$ cat src/rtl/two_bit_serial_subtractor_pkg.sv
// Shared types and helpers for the two-bit-per-cycle serial subtractor.
package two_bit_serial_subtractor_pkg;

    typedef enum logic [1:0] {
        IDLE,
        RUN,
        DONE
    } state_t;

    localparam int unsigned SLICE_W = 2;

    function automatic int unsigned clog2(input int unsigned value);
        int unsigned w;
        w = 0;
        for (int unsigned i = 0; i < 32; i++) begin
            if ((32'd1 << i) < value) begin
                w = i + 1;
            end
        end
        return w;
    endfunction

endpackage

$ cat src/rtl/two_bit_borrow_slice.sv
// Combinational 2-bit subtract slice; with TWO_BIT_SERIAL_SUBTRACTOR_ADD_MODE_EN
// the same slice also adds when sub=0 (bo then carries the carry-out).
module two_bit_borrow_slice
    import two_bit_serial_subtractor_pkg::*;
(
    input  logic [SLICE_W-1:0] a,
    input  logic [SLICE_W-1:0] b,
    input  logic               bi,
`ifdef TWO_BIT_SERIAL_SUBTRACTOR_ADD_MODE_EN
    input  logic               sub,
`endif
    output logic [SLICE_W-1:0] d,
    output logic               bo
);

    logic [SLICE_W:0] res;

    always_comb begin
`ifdef TWO_BIT_SERIAL_SUBTRACTOR_ADD_MODE_EN
        if (sub) begin
            res = {1'b0, a} - {1'b0, b} - {{SLICE_W{1'b0}}, bi};
        end else begin
            res = {1'b0, a} + {1'b0, b} + {{SLICE_W{1'b0}}, bi};
        end
`else
        res = {1'b0, a} - {1'b0, b} - {{SLICE_W{1'b0}}, bi};
`endif
    end

    assign d  = res[SLICE_W-1:0];
    assign bo = res[SLICE_W];

endmodule

$ cat src/rtl/two_bit_serial_subtractor.sv
// Serial subtractor: diff = a - b - b_in, two bits per clock, LSB slice first.
// Optional add mode via `define TWO_BIT_SERIAL_SUBTRACTOR_ADD_MODE_EN (adds port sub).
module two_bit_serial_subtractor
    import two_bit_serial_subtractor_pkg::*;
#(
    parameter int unsigned WIDTH = 8
) (
    input  logic             clk,
    input  logic             rst,
    input  logic             start,
    input  logic [WIDTH-1:0] a,
    input  logic [WIDTH-1:0] b,
    input  logic             b_in,
`ifdef TWO_BIT_SERIAL_SUBTRACTOR_ADD_MODE_EN
    input  logic             sub,
`endif
    output logic             busy,
    output logic             done,
    output logic [WIDTH-1:0] diff,
    output logic             b_out
);

    localparam int unsigned CNT_W = (clog2(WIDTH / 2) > 0) ? clog2(WIDTH / 2) : 1;
    localparam logic [CNT_W-1:0] LAST = CNT_W'(WIDTH / 2 - 1);

    state_t           state_q, state_d;
    logic [WIDTH-1:0] a_q, a_d;
    logic [WIDTH-1:0] b_q, b_d;
    logic             bor_q, bor_d;
    logic [CNT_W-1:0] cnt_q, cnt_d;
    logic [WIDTH-1:0] diff_q, diff_d;
    logic             bout_q, bout_d;
    logic [SLICE_W-1:0] slice_d;
    logic               slice_bo;
`ifdef TWO_BIT_SERIAL_SUBTRACTOR_ADD_MODE_EN
    logic             sub_q, sub_d;
`endif

    two_bit_borrow_slice u_slice (
        .a  (a_q[SLICE_W-1:0]),
        .b  (b_q[SLICE_W-1:0]),
        .bi (bor_q),
`ifdef TWO_BIT_SERIAL_SUBTRACTOR_ADD_MODE_EN
        .sub(sub_q),
`endif
        .d  (slice_d),
        .bo (slice_bo)
    );

    always_comb begin
        state_d = state_q;
        a_d     = a_q;
        b_d     = b_q;
        bor_d   = bor_q;
        cnt_d   = cnt_q;
        diff_d  = diff_q;
        bout_d  = bout_q;
`ifdef TWO_BIT_SERIAL_SUBTRACTOR_ADD_MODE_EN
        sub_d   = sub_q;
`endif
        unique case (state_q)
            IDLE, DONE: begin
                if (start) begin
                    a_d     = a;
                    b_d     = b;
                    bor_d   = b_in;
                    cnt_d   = '0;
`ifdef TWO_BIT_SERIAL_SUBTRACTOR_ADD_MODE_EN
                    sub_d   = sub;
`endif
                    state_d = RUN;
                end else begin
                    state_d = IDLE;
                end
            end
            RUN: begin
                // The minuend register doubles as the result accumulator: consumed
                // slices leave the bottom while result slices enter at the top.
                a_d = a_q >> SLICE_W;
                a_d[WIDTH-1 -: SLICE_W] = slice_d;
                b_d   = b_q >> SLICE_W;
                bor_d = slice_bo;
                cnt_d = cnt_q + 1'b1;
                if (cnt_q == LAST) begin
                    diff_d  = a_d;
                    bout_d  = slice_bo;
                    state_d = DONE;
                end
            end
            default: state_d = IDLE;
        endcase
    end

    always_ff @(posedge clk or posedge rst) begin
        if (rst) begin
            state_q <= IDLE;
            a_q     <= '0;
            b_q     <= '0;
            bor_q   <= 1'b0;
            cnt_q   <= '0;
            diff_q  <= '0;
            bout_q  <= 1'b0;
`ifdef TWO_BIT_SERIAL_SUBTRACTOR_ADD_MODE_EN
            sub_q   <= 1'b0;
`endif
        end else begin
            state_q <= state_d;
            a_q     <= a_d;
            b_q     <= b_d;
            bor_q   <= bor_d;
            cnt_q   <= cnt_d;
            diff_q  <= diff_d;
            bout_q  <= bout_d;
`ifdef TWO_BIT_SERIAL_SUBTRACTOR_ADD_MODE_EN
            sub_q   <= sub_d;
`endif
        end
    end

    assign busy  = (state_q == RUN);
    assign done  = (state_q == DONE);
    assign diff  = diff_q;
    assign b_out = bout_q;

endmodule

$ cat config.mk
export PLATFORM = sky130hd
export DESIGN_NAME = two_bit_serial_subtractor
export DESIGN_NICKNAME = d
export VERILOG_FILES = /design/src/rtl/two_bit_serial_subtractor_pkg.sv /design/src/rtl/two_bit_borrow_slice.sv /design/src/rtl/two_bit_serial_subtractor.sv
export SDC_FILE = /design/constraint.sdc
export NUM_CORES = 1
export LEC_CHECK = 0
export CELL_PAD_IN_SITES_DETAIL_PLACEMENT = 0
export CELL_PAD_IN_SITES_GLOBAL_PLACEMENT = 1
export CORE_ASPECT_RATIO = 0.8
export CORE_UTILIZATION = 30
export DETAILED_ROUTE_END_ITERATION = 8
export PLACE_DENSITY = 0.69
export SLEW_MARGIN = 10
export SYNTH_ARGS = -nofsm -noshare
export SYNTH_HDL_FRONTEND = slang
export SYNTH_HIERARCHICAL = 1
export SYNTH_SLANG_ARGS = --single-unit
$ cat constraint.sdc
create_clock -name clk -period 2.5 [get_ports clk]
set_input_delay 0.375 -clock clk [delete_from_list [all_inputs] [get_ports clk]]
set_output_delay 0.375 -clock clk [all_outputs]
set_load 0.01 [all_outputs]
==> results of run 1 <==
[per-stage QoR]
step | cell area [sq um] | util (%)
after global placement | 1760 | 40.5
after floorplan | 1410 | -
final | 1850 | 42.6
after detailed placement | 1760 | 40.5
after CTS | 1850 | 42.6
after global routing | 1850 | 42.6
[registers in the layout, summed over array words and instances, names as in the netlist]
name     count
a_q          8
b_out        1
b_q          8
bor_q        1
cnt_q        2
diff         8
state_q      2
[tightest hold or removal path: cells and delay by family]
kind | cells | cell delay, ns
buffers and inverters | 3 | 0.80
[power groups by stage]
stage | clock network (mW) | logic, mW | registers, mW
floorplan | 0 | 0.800 | 0.909
global placement | 0 | 1.10 | 0.944
detailed placement | 0 | 1.13 | 0.957
CTS | 0.408 | 1.13 | 0.949
global route | 0.435 | 1.24 | 0.978
finish | 0.398 | 1.11 | 0.941
[cells in the final DEF, fill, tap and decap left out, drive strengths merged]
cell type,netlist,final
dfrtp,30,30
clkdlybuf4s50,0,30
nor2,9,9
mux2,9,9
o22ai,8,8
nor3,8,8
inv,8,8
clkbuf,3,7
nor2b,6,6
mux2i,5,5
a211oi,4,4
a21oi,4,4
nand3,3,3
o21ai,3,3
a22o,2,2
and3b,2,2
a221o,2,2
buf,5,2
fa,2,2
nand2b,2,2
nand2,2,2
a22oi,1,1
ha,1,1
clkinv,0,1
[cells by family after synthesis]
| group | Yosys count | synth area share, % |
|---|---|---|
| buf+inv | 16 | 5.32 |
| fa+ha+maj | 3 | 3.72 |
| compound gates | 24 | 11.3 |
| mux | 14 | 13.1 |
| flops | 30 | 53.2 |
| simple gates | 32 | 13.3 |
[worst max path at each step]
stage	endpoint	slack [ns]
after floorplan	a_q[7]$_DFFE_PP0P_	0.93
after global placement	busy	0.54
after detailed placement	busy	0.51
after CTS	busy	0.19
after global routing	busy	0.09
final	busy	0.21
[per-layer routing]
metal	vias up	GRT usage (%)	wire, um
met5	-	0	0
met4	0	5.56	42
met3	5	4.64	166
met2	32	19.0	1280
met1	475	18.1	1430
li1	483	-	-
[final cells by class]
class,count,area (sq um),area share [%]
Clock inverter,1,5.00,0.271
Sequential cell,30,751,40.7
Inverter,8,32.5,1.76
Multi-Input combinational cell,73,586,31.7
Clock buffer,7,86.3,4.67
Tap cell,57,71.3,3.86
Timing Repair Buffer,32,315,17.1
[synthesized netlist by cell type (all sizes together) (2+ instances only)]
cell type / instances / share of area (%)
and3b: 2 / 1.2
nor2b: 6 / 2.7
a22o: 2 / 1.2
a221o: 2 / 1.4
a211oi: 4 / 2.1
mux2: 9 / 9.6
inv: 8 / 2.3
nor3: 8 / 2.8
nand2: 2 / 1.7
o22ai: 8 / 3.5
o21ai: 3 / 1.1
nor2: 9 / 2.4
nand3: 3 / 1.1
dfrtp: 30 / 53
clkbuf: 3 / 0.80
buf: 5 / 2.2
a21oi: 4 / 1.4
nand2b: 2 / 1.4
mux2i: 5 / 3.5
fa: 2 / 2.8
==> impl_metrics.tcl, run 1 <==
set metrics [dict create \
    cp_slowest_stage_delay_ns 0.64 \
    p_leak_nw 0.815 \
    whs_ns 0.484 \
    slew_headroom_pct 67.7 \
    worst_slack_ns 0.207 \
    ys.flop_type "dfrtp_1" \
    dp_hpwl_um 2110 \
    ctsRootBufferMaster "clkbuf_8" \
    fraction_of_power_consumed_by_combinational_cells_pct 45.4 \
    cts-buffers-inserted 5 \
    synth.yosys.warnings 6 \
    sequentialPowerShare_pct 38.4 \
    grt_pass1_vias 976 \
    run_status "finished, final reports clean" \
    critical_path_cell_count 3 \
    critical-path-slowest-cell "dfrtp_1" \
    cts.repair.resized 0 \
    peakVddDrop_mv 0.457 \
    rsz0062_at_grt "no" \
    final.min_clock_period_ns 2.29 \
    io_pins 31 \
    finalNonFillerCells 208 \
    detailedRoute.firstIterationViolations 36 \
    synth_enable_flop_cells 0 \
    post_route_antenna_net_violation_count 0 \
    synth.cell_area_sq_um 1410 \
    place.detailed.instances 200 \
    total_clock_sinks 30 \
    maxCapViolCount 0 \
    post-route-drc-count 0 \
    power.net_switching_mw 0.886 \
    grt_pass1_wl_um 4900 \
    clk-insertion-delay-late_ns 0.28 \
    routabilityCongestion 0.783 \
    die_area_sq_um 4980 \
    crit-reg2reg-capture "a_q[7]$_DFFE_PP0P_" \
    initial_cell_density_of_the_core_pct 32.6 \
    power.share.clock_pct 16.2 \
    critical_path.startpoint "state_q[0]$_DFFE_PP0P_" \
    cts.repair_timing.setup_buffer_count 0 \
    drt-total-wl_um 2920 \
    leftover_overflow_at_the_end_of_global_routing 0 \
    peak_fanout_along_the_critical_path 16 \
    total_power_mw 2.45 \
    cts.htree.levels 2 \
    antenna-diode-count 0 \
    critical_path.n_buffers_inverters 2 \
    dpl_worst_slack_ns 0.510 \
    nets 173 \
    antenna_found_initial 0 \
    port_buffers 30 \
    avgViaCountPerCell 4.78 \
    number_of_buffers_inserted_by_hold_repair_at_cts 0 \
    internal_power_mw 1.57 \
    worstHoldPathType "in -> async" \
    worst_clock_skew_ns 0.00640 \
    path_cells "nand2b_4, inv_4, clkdlybuf4s50_1" \
    tightestPinTransition_ns 0.485 \
    setup_viol_count_final 0 \
    cpLargestDelayFamily "buffers and inverters" \
    routed-via-count 995 \
    areaGrowthSynthToFinish_pct 30.9 \
    tritoncts "built" \
    critPathCaptureType "primary output" \
    synth.yosys.seq_area_share_pct 53.2 \
    syn-mean-instance-area_sq_um 11.9 \
    chipHeight_um 63.4 \
    grt_max_degree 31 \
    std_cell_rows 21 \
    cp-start-kind "register" \
    fin_tns_setup_ns 0 \
    cp_data_required_time_ns 2.12 \
    grt_usage_pct 13.3 \
    maxSlewViolCount 0 \
    timing.reg2reg.worst_path_depth 6 \
    netlist_instances 119 \
    filler_cell_count 421 \
    r2r_start "a_q[0]$_DFFE_PP0P_" \
    post_route_cells_drive_above_1_share_pct 13.9 \
    yosys.cell_types.count 26 \
    final_min_period_over_clock_period_pct 91.7 \
    synth.net_count 142 \
    yosys_register_bits 30 \
    critical_path_class "reg -> out" \
    chip_width_um 78.7 \
    reg2reg_setup_slack_ns 0.79 \
    asyncSetResetFlopFracSynth_pct 100 \
    timing_hold_violations_final 0 \
    cts_max_path_buffers 2 \
    clkTransAtPathRegs_ns 0.06 \
    max_clock_freq_mhz 436 \
    power_density_nw_per_um2 1330 \
    drt_pre_antenna_iters 4 \
    crit_arrival_ns 1.92 \
    switching_share_pct 36.1 \
    wl_per_cell_um 14.1 \
    core_outline_area_sq_um 4340 \
]
Power figures use the tool's default switching activity.
==> inputs of run 2 (changes only) <==
Settings changed: PLACE_DENSITY 0.69 to 0.71.
Clock period 2.5 ns to 2.1 ns, I/O delays scaled along.
==> impl_metrics.tcl, run 2 (synthesis results as in run 1) <==
set metrics [dict create \
    run_status "finished, final reports clean" \
    cts.htree.levels 2 \
    critical_path_class "reg -> out" \
    peak_fanout_along_the_critical_path 15 \
    timing_hold_violations_final 0 \
    grt_pass1_wl_um 4860 \
    ctsRootBufferMaster "clkbuf_8" \
    routed-via-count 1016 \
    critical_path.n_buffers_inverters 2 \
    antenna-diode-count 0 \
    port_buffers 30 \
    cts-buffers-inserted 5 \
    power_density_nw_per_um2 1560 \
    maxCapViolCount 0 \
    chip_width_um 78.7 \
    rsz0062_at_grt "no" \
    chipHeight_um 63.4 \
    cts.repair.resized 0 \
    drt-total-wl_um 2970 \
    nets 176 \
    critical-path-slowest-cell "clkdlybuf4s50_1" \
    leftover_overflow_at_the_end_of_global_routing 0 \
    critical_path.startpoint "state_q[1]$_DFFE_PP0P_" \
    post-route-drc-count 0 \
    worstHoldPathType "in -> async" \
    fin_tns_setup_ns 0 \
    std_cell_rows 21 \
    setup_viol_count_final 0 \
    cpLargestDelayFamily "buffers and inverters" \
    max_clock_freq_mhz 510 \
    peakVddDrop_mv 0.478 \
    core_outline_area_sq_um 4340 \
    drt_pre_antenna_iters 4 \
    crit-reg2reg-capture "a_q[7]$_DFFE_PP0P_" \
    number_of_buffers_inserted_by_hold_repair_at_cts 0 \
    final.min_clock_period_ns 1.96 \
    antenna_found_initial 0 \
    clk-insertion-delay-late_ns 0.28 \
    cp_data_required_time_ns 1.78 \
    final_core_utilization_pct 42.8 \
    final_min_period_over_clock_period_pct 93.4 \
    multi_input_area_sq_um 586 \
    place.detailed.instances 203 \
    cp-start-kind "register" \
    reg2reg_setup_slack_ns 0.45 \
    grt_usage_pct 13.4 \
    layout.cells.most_common_list "30 x dfrtp_1, 30 x clkdlybuf4s50_1, 9 x nor2_1, 9 x mux2_4" \
    r2r_start "b_q[0]$_DFFE_PP0P_" \
    tightestPinTransition_ns 0.385 \
    grt_max_degree 31 \
    detailedRoute.firstIterationViolations 34 \
    io_pins 31 \
    filler_cell_count 418 \
    cts.repair_timing.setup_buffer_count 0 \
    wl_per_cell_um 14.1 \
    path_cells "nand2b_4, inv_4, clkdlybuf4s50_1" \
    clkTransAtPathRegs_ns 0.06 \
    initial_cell_density_of_the_core_pct 32.6 \
    avgViaCountPerCell 4.84 \
    dp_hpwl_um 2160 \
    crit_arrival_ns 1.65 \
    grt_pass1_vias 1017 \
    post_route_cells_drive_above_1_share_pct 14.4 \
    die_area_sq_um 4980 \
    areaGrowthSynthToFinish_pct 31.4 \
    cp_slowest_stage_delay_ns 0.57 \
    routabilityCongestion 0.777 \
    critPathCaptureType "primary output" \
    maxSlewViolCount 0 \
    seq_area_sq_um 751 \
    cts_max_path_buffers 2 \
    slew_headroom_pct 74.3 \
    total_clock_sinks 30 \
    worst_clock_skew_ns 0.00514 \
    finalNonFillerCells 210 \
    tritoncts "built" \
    timing.reg2reg.worst_path_depth 7 \
    post_route_antenna_net_violation_count 0 \
    p_leak_nw 0.820 \
]
## run 2: changes by cell type in the layout (fill, tap and decap cells not counted), sizes merged
cell,previous run,this run
buf,2,5
clkinv,1,0
## run 2: final cells by class
class / instances / area share [%]
repair buffers: 35 / 18.2
clock buffers: 7 / 4.12
inverters: 8 / 1.75
well taps: 57 / 3.85
multi-input cells: 73 / 31.6
flip-flops and latches: 30 / 40.5
## run 2: worst max path at each step
| stage | depth (start not counted) | slack [ns] | to |
|---|---|---|---|
| floorplan | 6 | 0.53 | a_q[7]$_DFFE_PP0P_ |
| global placement | 3 | 0.47 | busy |
| detailed placement | 3 | 0.44 | busy |
| CTS | 3 | 0.12 | busy |
| global route | 3 | 0.08 | busy |
| finish | 3 | 0.14 | busy |
## run 2: routing by layer
| layer | vias to the layer above | track usage (%) | wire (um) |
|---|---|---|---|
| li1 | 485 | - | - |
| met1 | 492 | 17.1 | 1460 |
| met2 | 33 | 19.6 | 1260 |
| met3 | 6 | 5.94 | 197 |
| met4 | 0 | 5.56 | 49 |
| met5 | - | 0 | 0 |
## run 2: worst reg2reg max path: cells and delay by family (launching register included)
kind | cells | cell delay [ns]
flops | 1 | 0.37
compound gates | 1 | 0.15
buf+inv | 3 | 0.22
fa+ha+maj | 2 | 0.77
mux | 1 | 0.07
## run 2: stage by stage
stage                     hold WS, ns  total power, mW  setup slack, ns  instance area (sq um)
final                           0.414             2.89            0.138                   1850
after global routing            0.458             3.12           0.0787                   1850
after CTS                       0.424             2.93            0.124                   1850
after detailed placement        0.501             2.49            0.442                   1780
after global placement          0.491             2.44            0.469                   1780
after floorplan                 0.406             2.03            0.531                   1410
## run 2: report_power, final
group | internal, mW | switching, mW | total, mW
logic | 0.745 | 0.639 | 1.38
clock network | 0.227 | 0.204 | 0.431
registers | 0.875 | 0.203 | 1.08
==> inputs of run 3 (changes only) <==
Settings changed: REMOVE_ABC_BUFFERS set to 1.
==> impl_metrics.tcl, run 3 (synthesis results as in run 1) <==
set metrics [dict create \
    power_density_nw_per_um2 1580 \
    peakVddDrop_mv 0.544 \
    wl_per_cell_um 15.0 \
    cp_slowest_stage_delay_ns 0.57 \
    p_leak_nw 0.820 \
    routed-via-count 1003 \
    sequentialPowerShare_pct 37.3 \
    dp_hpwl_um 2260 \
    critical_path.n_buffers_inverters 2 \
    cpLargestDelayFamily "buffers and inverters" \
    dpl_cell_area_sq_um 1780 \
    drt-total-wl_um 3160 \
    total_power_mw 2.92 \
    antenna-diode-count 0 \
    rsz0062_at_grt "no" \
    cts.htree.levels 2 \
    worst_slack_ns 0.146 \
    maxCapViolCount 0 \
    crit_arrival_ns 1.64 \
    core_outline_area_sq_um 4340 \
    post_route_cells_drive_above_1_share_pct 14.4 \
    worst_clock_skew_ns 0.00591 \
    whs_ns 0.416 \
    cts-buffers-inserted 5 \
    run_status "finished, final reports clean" \
    path_cells "nand2b_4, inv_4, clkdlybuf4s50_1" \
    critical_path_cell_count 3 \
    peak_fanout_along_the_critical_path 15 \
    final_min_period_over_clock_period_pct 93.0 \
    cts.repair.resized 0 \
    post-route-drc-count 0 \
    io_pins 31 \
    place.detailed.instances 203 \
    antenna_found_initial 0 \
    timing.reg2reg.worst_path_depth 7 \
    final.min_clock_period_ns 1.95 \
    routabilityCongestion 0.775 \
    cts_max_path_buffers 2 \
    cp-start-kind "register" \
    switching_share_pct 36.7 \
    grt_pass1_wl_um 5120 \
    areaGrowthSynthToFinish_pct 31.4 \
    internal_power_mw 1.85 \
    cp_data_required_time_ns 1.78 \
    critical-path-slowest-cell "clkdlybuf4s50_1" \
    maxSlewViolCount 0 \
    slew_headroom_pct 73.3 \
    layout.cells.most_common_list "30 x dfrtp_1, 30 x clkdlybuf4s50_1, 9 x nor2_1, 9 x mux2_4" \
    chip_width_um 78.7 \
    std_cell_rows 21 \
    tritoncts "built" \
    number_of_buffers_inserted_by_hold_repair_at_cts 0 \
    total_clock_sinks 30 \
    grt_usage_pct 13.9 \
    cts.repair_timing.setup_buffer_count 0 \
    avgViaCountPerCell 4.78 \
    setup_viol_count_final 0 \
    fraction_of_power_consumed_by_combinational_cells_pct 48.0 \
    initial_cell_density_of_the_core_pct 32.6 \
    clkTransAtPathRegs_ns 0.06 \
    finalNonFillerCells 210 \
    dpl_worst_slack_ns 0.417 \
    grt_max_degree 31 \
    design_area_sq_um 1850 \
    chipHeight_um 63.4 \
    ctsRootBufferMaster "clkbuf_8" \
    timing_hold_violations_final 0 \
    port_buffers 30 \
    grt_pass1_vias 1021 \
    critical_path_class "reg -> out" \
    clk-insertion-delay-late_ns 0.28 \
    filler_cell_count 412 \
    fin_tns_setup_ns 0 \
    post_route_antenna_net_violation_count 0 \
    final_core_utilization_pct 42.8 \
    tightestPinTransition_ns 0.400 \
    nets 176 \
    critPathCaptureType "primary output" \
    drt_pre_antenna_iters 4 \
    detailedRoute.firstIterationViolations 21 \
    leftover_overflow_at_the_end_of_global_routing 0 \
    worstHoldPathType "in -> async" \
    die_area_sq_um 4980 \
    max_clock_freq_mhz 512 \
    power.share.clock_pct 14.7 \
    power.net_switching_mw 1.07 \
]
run 3: cell counts in the layout (fill, tap and decap cells not counted):
Identical to the previous run, type by type.
run 3: layout make-up:
type | instances | area, sq um | share of cell area (%)
clock buffers | 7 | 76.3 | 4.12
inverters | 8 | 32.5 | 1.75
flip-flops and latches | 30 | 751 | 40.5
well taps | 57 | 71.3 | 3.85
multi-input cells | 73 | 586 | 31.6
repair buffers | 35 | 338 | 18.2
run 3: worst reg2reg max path, stage by stage, from the launching register on:
cell	delay [ns]
dfrtp_1	0.38
inv_1	0.08
fa_1	0.39
inv_1	0.09
fa_1	0.42
inv_1	0.09
mux2i_1	0.07
a21oi_1	0.13
run 3: final timing paths:
check,start,to,slack (ns)
worst min-delay path,rst,diff[7]$_DFFE_PP0P_,0.42
worst max register to register,b_q[0]$_DFFE_PP0P_,a_q[7]$_DFFE_PP0P_,0.39
max in group asynchronous,rst,b_out$_DFFE_PP0P_,1.40
min in group clk,b_q[2]$_DFFE_PP0P_,b_q[2]$_DFFE_PP0P_,0.51
worst max-delay path,state_q[1]$_DFFE_PP0P_,busy,0.15
worst min register to register,b_q[2]$_DFFE_PP0P_,b_q[2]$_DFFE_PP0P_,0.51
run 3: per-layer routing:
layer | global-route usage (%) | share of wire, %
met1 | 19.1 | 49
met2 | 18.9 | 42
met3 | 6.23 | 8.3
met4 | 5.32 | 0.98
met5 | 0 | 0
run 3: power by group through the flow:
stage	clock, mW	sequential [mW]	combinational [mW]
final	0.428	1.09	1.40
after floorplan	0	1.11	0.868
after global placement	0	1.08	1.37
after CTS	0.445	1.09	1.41
after detailed placement	0	1.10	1.41
after global routing	0.473	1.13	1.54
